File: config.mk
export PLATFORM = sky130hd
export DESIGN_NAME = computation_layer_seq
export DESIGN_NICKNAME = d
export VERILOG_FILES = /design/src/rtl/computation_layer_seq_pkg.sv /design/src/rtl/computation_layer_seq_unload.sv /design/src/rtl/computation_layer_seq.sv
export SDC_FILE = /design/constraint.sdc
export NUM_CORES = 1
export LEC_CHECK = 0
export ABC_AREA = 1
export ABC_CLOCK_PERIOD_IN_PS = 1500
export CAP_MARGIN = 20
export CORE_MARGIN = 2
export CORE_UTILIZATION = 44
export CTS_CLUSTER_SIZE = 16
export DETAILED_ROUTE_END_ITERATION = 8
export HOLD_SLACK_MARGIN = 0.03
export PLACE_DENSITY = 0.76
export SYNTH_ARGS = -nofsm -noshare
export SYNTH_HDL_FRONTEND = slang
export SYNTH_SLANG_ARGS = --single-unit
export TNS_END_PERCENT = 10
File: constraint.sdc
create_clock -name clk -period 1.5 [get_ports clk]
set_input_delay 0.15 -clock clk [delete_from_list [all_inputs] [get_ports clk]]
set_output_delay 0.15 -clock clk [all_outputs]
set_load 0.005 [all_outputs]
File: src/rtl/computation_layer_seq_pkg.sv
// Shared definitions for the computation_layer sequencer: field width and
// the sequencer state encodings (also used by the bench to decode state).
package computation_layer_seq_pkg;

   // Width of one field element carried on s_data / m_data / layer vectors.
   localparam int F_NBITS = 16;

   // Sequencer state encodings.
   localparam logic [1:0] ST_LOAD  = 2'd0;
   localparam logic [1:0] ST_START = 2'd1;
   localparam logic [1:0] ST_WAIT  = 2'd2;
   localparam logic [1:0] ST_DRAIN = 2'd3;

   // The sequencer is idle (ready for a new frame) only in ST_LOAD.
   function automatic logic seq_is_busy(input logic [1:0] st);
      return st != ST_LOAD;
   endfunction

endpackage

File: src/rtl/computation_layer_seq_unload.sv
// Output side of the sequencer: holds a snapshot of every gate output taken
// on the layer's ready pulse and streams it out one element per beat.
//
// Handshake: a beat transfers on a cycle where m_valid & m_ready are both
// high. While m_valid is high and m_ready is low, m_data and m_last do not
// change. m_valid never drops without a transfer of the last beat.
module computation_layer_seq_unload
   import computation_layer_seq_pkg::*;
#(
   parameter int ngates = 8
) (
   input  logic                           clk,
   input  logic                           rstb,
   input  logic                           capture,
   input  logic [ngates-1:0][F_NBITS-1:0] v_out,
   input  logic                           m_ready,
   output logic                           m_valid,
   output logic [F_NBITS-1:0]             m_data,
   output logic                           m_last,
   output logic                           last_taken
);

   localparam int ngbits = $clog2(ngates);

   // Index of the final beat; compared explicitly so odd sizes never wrap.
   localparam logic [ngbits-1:0] OUT_LAST = ngbits'(ngates - 1);

   logic [ngates-1:0][F_NBITS-1:0] obuf;
   logic [ngbits-1:0]              out_cnt;
   logic                           m_fire;
   logic                           at_last;

   assign m_fire  = m_valid & m_ready;
   assign at_last = (out_cnt == OUT_LAST);

   // Snapshot the layer outputs and walk the beat counter as beats are taken.
   always_ff @(posedge clk or negedge rstb) begin
      if (!rstb) begin
         obuf    <= '0;
         out_cnt <= '0;
         m_valid <= 1'b0;
      end else if (capture) begin
         obuf    <= v_out;
         out_cnt <= '0;
         m_valid <= 1'b1;
      end else if (m_fire) begin
         if (at_last) begin
            out_cnt <= '0;
            m_valid <= 1'b0;
         end else begin
            out_cnt <= out_cnt + 1'b1;
         end
      end
   end

   // Data and last flag come straight from registers, so they are stable
   // for as long as the beat is stalled.
   assign m_data     = obuf[out_cnt];
   assign m_last     = m_valid & at_last;
   assign last_taken = m_fire & at_last;

endmodule

File: src/rtl/computation_layer_seq.sv
// Initiator side of the computation_layer en/ready handshake.
// Collects a frame of ninputs field elements from a serial stream, presents
// them in parallel to the layer, fires a single en pulse, waits for the
// layer's ready pulse, then streams the ngates results back out.
//
// Handshake: an input beat transfers on a cycle where s_valid & s_ready are
// both high; s_ready is high only while the sequencer is collecting a frame,
// so loading and draining never overlap.
module computation_layer_seq
   import computation_layer_seq_pkg::*;
#(
   parameter int ninputs  = 8,
   parameter int ngates   = 8,
   parameter int nmuxsels = 1
) (
   input  logic                            clk,
   input  logic                            rstb,
   input  logic                            s_valid,
   input  logic [F_NBITS-1:0]              s_data,
   output logic                            s_ready,
   input  logic [nmuxsels-1:0]             mux_sel_in,
   output logic                            layer_en,
   output logic [nmuxsels-1:0]             layer_mux_sel,
   output logic [ninputs-1:0][F_NBITS-1:0] layer_v_in,
   input  logic                            layer_ready_pulse,
   input  logic [ngates-1:0][F_NBITS-1:0]  layer_v_out,
   output logic                            m_valid,
   output logic [F_NBITS-1:0]              m_data,
   output logic                            m_last,
   input  logic                            m_ready,
   output logic                            busy
);

   // Derived widths live in the body so they cannot be overridden.
   localparam int ninbits = $clog2(ninputs);

   // Index of the final input beat; compared explicitly so odd sizes never wrap.
   localparam logic [ninbits-1:0] IN_LAST = ninbits'(ninputs - 1);

   logic [1:0]         state;
   logic [1:0]         state_nxt;
   logic [ninbits-1:0] in_cnt;
   logic               s_fire;
   logic               in_last;
   logic               capture;
   logic               drain_done;

   // All handshake-facing controls decode directly from the state register,
   // so they are glitch-free and change exactly on state transitions.
   assign s_ready  = (state == ST_LOAD);
   assign layer_en = (state == ST_START);
   assign busy     = seq_is_busy(state);

   assign s_fire  = s_valid & s_ready;
   assign in_last = (in_cnt == IN_LAST);

   // Only a pulse seen while waiting counts; a pulse during the start cycle
   // or earlier belongs to a previous operation and is dropped.
   assign capture = (state == ST_WAIT) & layer_ready_pulse;

   // Next-state decode for the load / start / wait / drain sequence.
   always_comb begin
      state_nxt = state;
      case (state)
         ST_LOAD:  if (s_fire && in_last) state_nxt = ST_START;
         ST_START: state_nxt = ST_WAIT;
         ST_WAIT:  if (layer_ready_pulse) state_nxt = ST_DRAIN;
         ST_DRAIN: if (drain_done) state_nxt = ST_LOAD;
         default:  state_nxt = ST_LOAD;
      endcase
   end

   // State register.
   always_ff @(posedge clk or negedge rstb) begin
      if (!rstb) begin
         state <= ST_LOAD;
      end else begin
         state <= state_nxt;
      end
   end

   // Input collection: each accepted beat lands in its slot; beat 0 also
   // carries the mux select. Nothing here changes outside ST_LOAD, which
   // keeps the layer inputs frozen from start until the drain completes.
   always_ff @(posedge clk or negedge rstb) begin
      if (!rstb) begin
         in_cnt        <= '0;
         layer_v_in    <= '0;
         layer_mux_sel <= '0;
      end else if (s_fire) begin
         layer_v_in[in_cnt] <= s_data;
         if (in_cnt == '0) begin
            layer_mux_sel <= mux_sel_in;
         end
         if (in_last) begin
            in_cnt <= '0;
         end else begin
            in_cnt <= in_cnt + 1'b1;
         end
      end
   end

   computation_layer_seq_unload #(
      .ngates (ngates)
   ) u_unload (
      .clk        (clk),
      .rstb       (rstb),
      .capture    (capture),
      .v_out      (layer_v_out),
      .m_ready    (m_ready),
      .m_valid    (m_valid),
      .m_data     (m_data),
      .m_last     (m_last),
      .last_taken (drain_done)
   );

endmodule

==> metrics, run 1 <==
met3 usage=7.96%; crit path launch=u_unload.out_cnt[0]; Leak Pwr=0.00876 µW; Slew Viols, Final=0; Clock power frac=20.1%; grt met2 use=47.3%; Mapped Nets=1502; area leader, netlist=dfrtp_1; slowest stage delay, CP=0.43 ns; post-layout min period=2.01 ns; Slew headroom=66.0%; gr ovfl total=0; DR vias/cell=~5.2; FMAX=0.497 GHz; period utilization=134%; Seq cells post-synth=between 200 and 300; die area=27100 µm²; Tot Pwr=around 35000 µW; Avg Synthesized Cell Area=8.46 µm²; crit path DAT=1.86 ns; Mapped Cells=1343; total wire length=39300 µm; Post-synth EDFFs=0; Worst path slowest cell=dfrtp_2; Max clock buf depth=3; Crit Reg-Reg Startpoint=state[1]; M1 GR Usage=33.5%; first-pass GRT wire length=~58000 µm; Final Core Density=between 60% and 70%; clock buffer count from CTS=28; Synth top area share=58.6%; Synth-to-Final Area Change=50.2%; Final WS setup=-0.511 ns; vias=10700; P_sw=13400 µW; RSZ-0062 raised after global routing=true; crit-path max FO=5; Clock transition at path regs=0.06 ns; Crit. End Element=output pin; GPL Wtd Cong=approximately 0.94; ANT nets after route=0; H-tree depth=1; Comb power frac=46.3%; sequential area share after synthesis=58.6%; violation count after the first detailed-route iteration=763; Req. time, crit path=between 1 and 1.5 ns; DP Worst Slack=-0.291 ns; Max-Cap Viols=0; sequential power share=between 30% and 40%; status=complete, but fails checks; Least-Margin Pin Slew=between 0.5 and 0.6 ns; fin cells=approximately 2000; worst skew pair latency=0.54 ns; cell chain of the critical path=clkinv_4, buf_8, clkbuf_16, nand2_4, nand3_2, nand2_1, nand2_1, nand2_1, buf_2; cell count after placement=1956; most frequent cells in the layout=nand2_1, dfrtp_1, inv_1, clkdlybuf4s50_1, dlygate4sd2_1; final hold vios=0; CP Class=register to output pin; PwrDens=between 2000 and 2500 nW/µm²; CP dominant cell by count=nand2_1; failing checks=setup timing; Die H=between 150 and 200 µm; layer with the highest usage=met2; HPWL after detailed placement=25700 µm; crit-path leading delay family=buffers and inverters; io pins=300; Main synth FF type=dfrtp_1; initial antenna violation count=0; CTS tree=built; warnings from Yosys=0; post-synthesis cell type count=27; FFs w/ async S/R, synth=between 90% and 100%; core area=about 25000 µm²; synth top area cells=dfrtp_1, nand2_1, a21oi_1; drt drc=0; Root Buffer Master=clkbuf_16; Buffers on Ports=about 300; Die X=165 µm; number of global-route vias before repair=10700; P_int=21900 µW; largest net degree at the start of global routing=48; Peak VDD IR=1.45 mV; Initial Utilization=roughly 45%; clk sinks=266; wire per inst=19.2 µm; layout cells sized above 1=18.1%; Layout Skew=0.0195 ns; Tot GR Track Use=28.0%; Post-Syn Area=11400 µm²; commonest non-fill, non-tap cell in the layout=nand2_1; Final nets=1853; sw frac=between 30% and 40%; row count=58; crit path buf inv count=4; first-pass iteration count of the detailed router=7; Worst setup SP type=register; final setup fails=~170; Worst Hold Class=input port to asynchronous set/reset pin; ant diodes=0
## worst paths after layout
kind / cells past startpoint / slack (ns) / to
max reg2reg: 9 / -0.19 / layer_v_in[18]
max in group asynchronous: 3 / 0.66 / u_unload.out_cnt[0]
min reg2reg: 2 / 0.48 / layer_v_in[98]
min in group clk: 3 / 0.18 / u_unload.obuf[113]
max: 9 / -0.51 / m_data[11]
min: 2 / 0.15 / u_unload.obuf[14]
## flip-flops by register name, summed over array words and instances, names as in the netlist
name,count
layer_mux_sel,1
layer_v_in,128
state,2
in_cnt,3
u_unload.out_cnt,3
u_unload.obuf,128
u_unload.m_valid,1
## kinds of logic after synthesis
logic type               share of synthesized area, %
adder cells (fa/ha/maj)                         0.991
buffers and inverters                            8.47
flip-flops                                       58.6
AND/OR/NAND/NOR                                  20.2
AO/OA/AOI/OAI                                    11.8
## routing by layer
layer | up-vias | wire, µm
met3 | 119 | 4290
met4 | 0 | 1740
li1 | 4920 | -
met5 | - | 0
met2 | 561 | 18900
met1 | 5122 | 14400
## timing repair
item | in CTS | in global routing
setup endpoints to repair | 281 | 203
hold buffers | 1 | 0
pin swaps | 28 | 38
setup buffers | 20 | 2
endpoints found under the hold margin | 266 | 0
gates cloned | 9 | 8
gates resized for setup | 324 | 137
## per-stage QoR
step,cell area [µm²],setup TNS [ns],hold slack [ns]
after global placement,15200,-5.18,0.119
after floorplan,11400,0,-0.146
after CTS,16500,-24.81,0.161
after global routing,17100,-34.56,0.175
final,17100,-21.51,0.148
after detailed placement,15200,-11.90,0.120
## power groups by stage
stage	logic (µW)	registers [µW]	clock network, µW
after floorplan	6710	11700	0
after global placement	14400	11700	0
after detailed placement	14800	11800	0
after CTS	15000	11700	7210
after global routing	17900	12200	7490
final	16300	11900	7100
## area by class of cell
| cell class | count | area, µm² |
|---|---|---|
| fillers | 1965 | 8190 |
| flip-flops and latches | 266 | 6660 |
| multi-input cells | 848 | 4410 |
| repair buffers | 389 | 4020 |
| clock buffers | 37 | 796 |
| inverters | 161 | 613 |
| well taps | 330 | 413 |
| clock inverters | 13 | 146 |
## synth_stat cells (all sizes together) (2+ instances only)
library cell / instances
clkbuf: 22
nand4: 2
o21ai: 132
nand2: 362
a21oi: 129
nand3: 69
inv: 160
buf: 53
or2: 2
nor2: 133
dfrtp: 266
o22ai: 2
ha: 9
Note: power is estimated with default switching activity, not from simulation.
==> run 2, diff against run 1 <==
CORE_UTILIZATION = 55   (was 44)
DONT_BUFFER_PORTS = 1   (was default)
PLACE_DENSITY = 0.73   (was 0.76)
==> metrics, run 2 (synthesis gave the netlist of run 1 again) <==
H-tree depth=1 (unchanged); period utilization=130% (-3.8 points); PwrDens=2100 nW/µm² (+1.5%); Synth-to-Final Area Change=29.1%; gr ovfl total=0 (unchanged); M1 GR Usage=37.3% (+3.8 points); GPL Wtd Cong=0.813 (-14%); io pins=300 (unchanged); Leak Pwr=0.00743 µW (-15%); core area=20200 µm² (-20%); HPWL after detailed placement=20900 µm (-19%); layout cells sized above 1=12.5% (-5.6 points); TNS Setup=-6.61 ns (+14.90 ns); Least-Margin Pin Slew=0.803 ns (+0.293 ns); status=complete, but fails checks; worst skew pair latency=0.53 ns (about the same); first-pass GRT wire length=54100 µm (-6.9%); largest net degree at the start of global routing=267 (+460%); Initial Utilization=56.2% (+11 points); Buffers on Ports=0 (-100%); Req. time, crit path=1.35 ns (about the same); failing checks=hold timing, setup timing; crit-path max FO=23 (+18); Slew headroom=46.5% (-20 points); most frequent cells in the layout=nand2_1, dfrtp_1, inv_1, dlygate4sd3_1, a21oi_1; Final nets=1651 (-11%); Die H=148 µm (-10%); vias=9783 (-8.8%); post-layout min period=1.95 ns (-0.0566 ns); Max clock buf depth=3 (unchanged); Tot Pwr=30800 µW (-13%); Die X=148 µm (-10%); CTS tree=built; met3 usage=9.72% (+1.8 points); total wire length=34700 µm (-12%); drt drc=0 (unchanged); commonest non-fill, non-tap cell in the layout=nand2_1; CP Class=register to output pin; Worst setup SP type=register; Clock transition at path regs=0.06 ns (about the same); layer with the highest usage=met2; r2r setup slk=-0.02 ns (+0.17 ns); Peak VDD IR=1.19 mV (-18%); Slew Viols, Final=0 (unchanged); DP Area=11800 µm² (-22%); Post-CTS Hold Fix Bufs=147 (+146); Final WS setup=-0.454 ns (+0.0566 ns); ANT nets after route=0 (unchanged); Worst Hold Class=input port to asynchronous set/reset pin; final setup fails=19 (-89%); initial antenna violation count=1 (+1); wire per inst=19.5 µm (+1.5%); cell area after layout=14700 µm² (-14%); RSZ-0062 raised after global routing=true; first-pass iteration count of the detailed router=5 (-2); Layout Skew=0.00767 ns (-0.0118 ns); Top Registers=layer_v_in x128, u_unload.obuf x128; hold_ws=-0.682 ns (-0.831 ns); violation count after the first detailed-route iteration=674 (-12%); number of global-route vias before repair=10200 (-4.5%); grt met2 use=54.5% (+7.2 points); Tot GR Track Use=31.7% (+3.7 points); final hold vios=266 (+266); Root Buffer Master=clkbuf_16; DR vias/cell=5.50 (+4.8%); clock buffer count from CTS=27 (-3.6%); row count=52 (-10%); crit path DAT=1.80 ns (-0.06 ns); Max-Cap Viols=0 (unchanged); Crit. End Element=output pin; FMAX=0.512 GHz (+2.9%); die area=21800 µm² (-20%); clk sinks=266 (unchanged)
-- run 2: per-layer routing --
layer / up-vias / part of all wire (%) / routed length (µm)
met3: 114 / 9.7 / 3370
li1: 4490 / - / -
met1: 4683 / 36 / 12600
met4: 0 / 4.0 / 1410
met5: - / 0 / 0
met2: 496 / 50 / 17300
-- run 2: cell type report --
| cell class | count | area [µm²] |
|---|---|---|
| Sequential cell | 266 | 6660 |
| Fill cell | 1378 | 5570 |
| Multi-Input combinational cell | 841 | 4030 |
| Timing Repair Buffer | 195 | 2100 |
| Clock buffer | 37 | 753 |
| Inverter | 161 | 609 |
| Tap cell | 270 | 338 |
| Clock inverter | 9 | 170 |
| Antenna cell | 1 | 2.50 |
-- run 2: power breakdown --
group / switching, µW / leakage, µW / internal, µW / total (µW)
Combinational: 6950 / 0.00386 / 4230 / 11200
Sequential: 2140 / 0.00312 / 10400 / 12500
Clock: 2790 / 0.000455 / 4340 / 7130
Total: 11900 / 0.00743 / 18900 / 30800
-- run 2: critical path, stage by stage (launching register included) --
cell,delay [ns]
dfrtp_2,0.46
buf_6,0.25
nand2_1,0.11
nand3_1,0.14
nand2_1,0.11
nand2_1,0.10
nand2_1,0.11
-- run 2: timing repair --
item / in CTS / in global routing
cloned: 3 / 0
setup buffers: 2 / 0
resized for setup: 75 / 32
endpoints found under the setup margin: 141 / 267
endpoints found under the hold margin: 492 / 266
pin swaps: 12 / 0
-- run 2: worst paths after layout --
kind / startpoint / end / depth (start not counted)
min in group clk: s_data[3] / layer_v_in[35] / 2
worst min register to register: layer_v_in[60] / layer_v_in[60] / 2
worst max-delay path: u_unload.out_cnt[0] / m_data[10] / 6
worst max register to register: state[1] / layer_v_in[112] / 7
worst min-delay path: rstb / u_unload.obuf[7] / 0
max in group asynchronous: rstb / u_unload.obuf[68] / 0
-- run 2: stage by stage --
step           setup slack, ns  instances  util, %
2_1_floorplan          0.00809       1343        -
3_3_place_gp           0.00418       1581     58.4
3_5_place_dp           -0.0670       1581     58.4
4_1_cts                 -0.395       1779     72.0
5_1_grt                 -0.488       1780     72.5
6_report                -0.454       1780     72.5
==> run 3, diff against run 2 <==
CORE_UTILIZATION = 57   (was 55)
GPL_ROUTABILITY_DRIVEN = 0   (was default)
PLACE_DENSITY = 0.75   (was 0.73)
==> metrics, run 3 (synthesis gave the netlist of run 1 again) <==
clock buffer count from CTS=27 (unchanged); status=complete, but fails checks; Crit Reg-Reg Startpoint=state[0]; cell area after layout=14600 µm² (-0.34%); first-pass iteration count of the detailed router=7 (+2); register area=6660 µm² (unchanged); sequential power share=41.0% (+0.4 points); number of global-route vias before repair=10100 (-0.78%); P_int=18500 µW (-2.5%); Peak VDD IR=1.25 mV (+5.2%); total wire length=35400 µm (+2.0%); Buffers on Ports=0 (unchanged); most frequent cells in the layout=nand2_1, dfrtp_1, inv_1, dlygate4sd3_1; die area=21100 µm² (-3.4%); cell depth of the worst flop-to-flop path=8 (+1); row count=51 (-1.9%); Filler cells=1257 (-8.8%); vias=9918 (+1.4%); Die X=145 µm (-1.7%); first-pass GRT wire length=54200 µm (+0.18%); io pins=300 (unchanged); fin cells=1776 (-0.22%); Max clock buf depth=3 (unchanged); drt drc=0 (unchanged); PwrDens=2090 nW/µm² (-0.37%); r2r setup slk=-0.18 ns (-0.16 ns); Max-Cap Viols=0 (unchanged); H-tree depth=1 (unchanged); commonest non-fill, non-tap cell in the layout=nand2_1; crit-path max FO=9 (-61%); Top Registers=layer_v_in x128, u_unload.obuf x128; HPWL after detailed placement=20400 µm (-2.3%); gr ovfl total=0 (unchanged); post-layout min period=1.93 ns (-0.0271 ns); clk sinks=266 (unchanged); Slew headroom=48.8% (+2.3 points); layout cells sized above 1=11.3% (-1.1 points); Worst setup SP type=register; worst skew pair latency=0.54 ns (about the same); multi-input gate area in the final layout=4080 µm² (+1.1%); CP Class=register to output pin; sw frac=39.7% (+1.1 points); Final nets=1647 (-0.24%); hold_ws=-0.687 ns (-0.00453 ns); Root Buffer Master=clkbuf_16; Slew Viols, Final=0 (unchanged); Worst Hold Class=input port to asynchronous set/reset pin; final hold vios=266 (unchanged); initial antenna violation count=3 (+2); wire per inst=19.9 µm (+2.2%); final setup fails=87 (+68); crit path launch=u_unload.out_cnt[0]; Comb power frac=38.0% (+1.7 points); violation count after the first detailed-route iteration=761 (+13%); cell count after placement=1568 (-0.82%); Final WS setup=-0.427 ns (+0.0271 ns); CTS tree=built; P_sw=12100 µW (+2.1%); Tot GR Track Use=32.5% (+0.77 points); crit path DAT=1.78 ns (-0.02 ns); FMAX=0.519 GHz (+1.4%); DP Area=11800 µm² (about the same); Crit. End Element=output pin; Layout Skew=0.0296 ns (+0.0220 ns); Initial Utilization=58.2% (+2.0 points); largest net degree at the start of global routing=267 (unchanged); Synth-to-Final Area Change=28.6%; failing checks=hold timing, setup timing; period utilization=128% (-1.8 points); RSZ-0062 raised after global routing=true; Die H=145 µm (-1.7%); core area=19500 µm² (-3.5%); ANT nets after route=0 (unchanged); Clock transition at path regs=0.07 ns (about the same); r2r endpoint=layer_v_in[86]; Req. time, crit path=1.35 ns (about the same); Clock power frac=21.0% (-2.1 points); Least-Margin Pin Slew=0.768 ns (-0.0351 ns); Leak Pwr=0.00737 µW (-0.79%); DR vias/cell=5.58 (+1.6%)
==> run 3: what timing repair did <==
| action | in CTS | in global routing |
|---|---|---|
| pin swaps | 7 | 7 |
| endpoints found under the hold margin | 425 | 267 |
| hold buffers | 137 | 1 |
| gates resized for setup | 54 | 61 |
| setup endpoints to repair | 135 | 203 |
| gates cloned | 4 | 4 |
| setup buffers | 2 | 8 |
==> run 3: per-layer routing <==
layer | GRT usage, % | share of wire (%) | wire (µm) | vias up
li1 | - | - | - | 4492
met1 | 38.8 | 37 | 13000 | 4716
met2 | 54.2 | 49 | 17200 | 594
met3 | 10.2 | 10 | 3600 | 116
met4 | 14.6 | 4.6 | 1620 | 0
met5 | 0 | 0 | 0 | -
==> run 3: worst max path at each step <==
stage / to
6_report: m_data[6]
5_1_grt: m_data[12]
4_1_cts: m_data[14]
3_5_place_dp: layer_v_in[7]
3_3_place_gp: layer_v_in[12]
2_1_floorplan: layer_v_in[57]
==> run 3: through the flow <==
step	hold WS [ns]	TNS [ns]	setup slack, ns	util (%)	total power [µW]
detailed placement	-0.138	-1.58	-0.0595	60.5	21600
CTS	-0.689	-6.03	-0.380	73.4	29300
global placement	-0.138	0	0.0232	60.5	21200
finish	-0.687	-11.44	-0.427	74.8	30600
floorplan	-0.146	0	0.00809	-	18400
global route	-0.701	-22.19	-0.470	74.8	32400
==> run 3: cell type report <==
| class | count | area share, % |
|---|---|---|
| well taps | 265 | 2.27 |
| diodes | 4 | 0.0685 |
| flip-flops and latches | 266 | 45.6 |
| inverters | 161 | 4.17 |
| clock buffers | 42 | 5.49 |
| clock inverters | 6 | 0.248 |
| repair buffers | 187 | 14.3 |
| multi-input cells | 845 | 27.9 |
==> run 3: power groups by stage <==
stage	Combinational [µW]	Sequential, µW	Clock [µW]
finish	11600	12500	6440
global route	12800	12900	6800
CTS	10500	12400	6470
detailed placement	9200	12400	0
global placement	8820	12400	0
floorplan	6710	11700	0
==> run 3: worst max-delay path, cell delays in order (launching register included) <==
cell	delay [ns]
dfrtp_2	0.47
inv_6	0.13
buf_12	0.13
buf_16	0.12
nand2_1	0.07
nand3_1	0.07
nand2_1	0.08
nand2_2	0.09
nand2_2	0.08
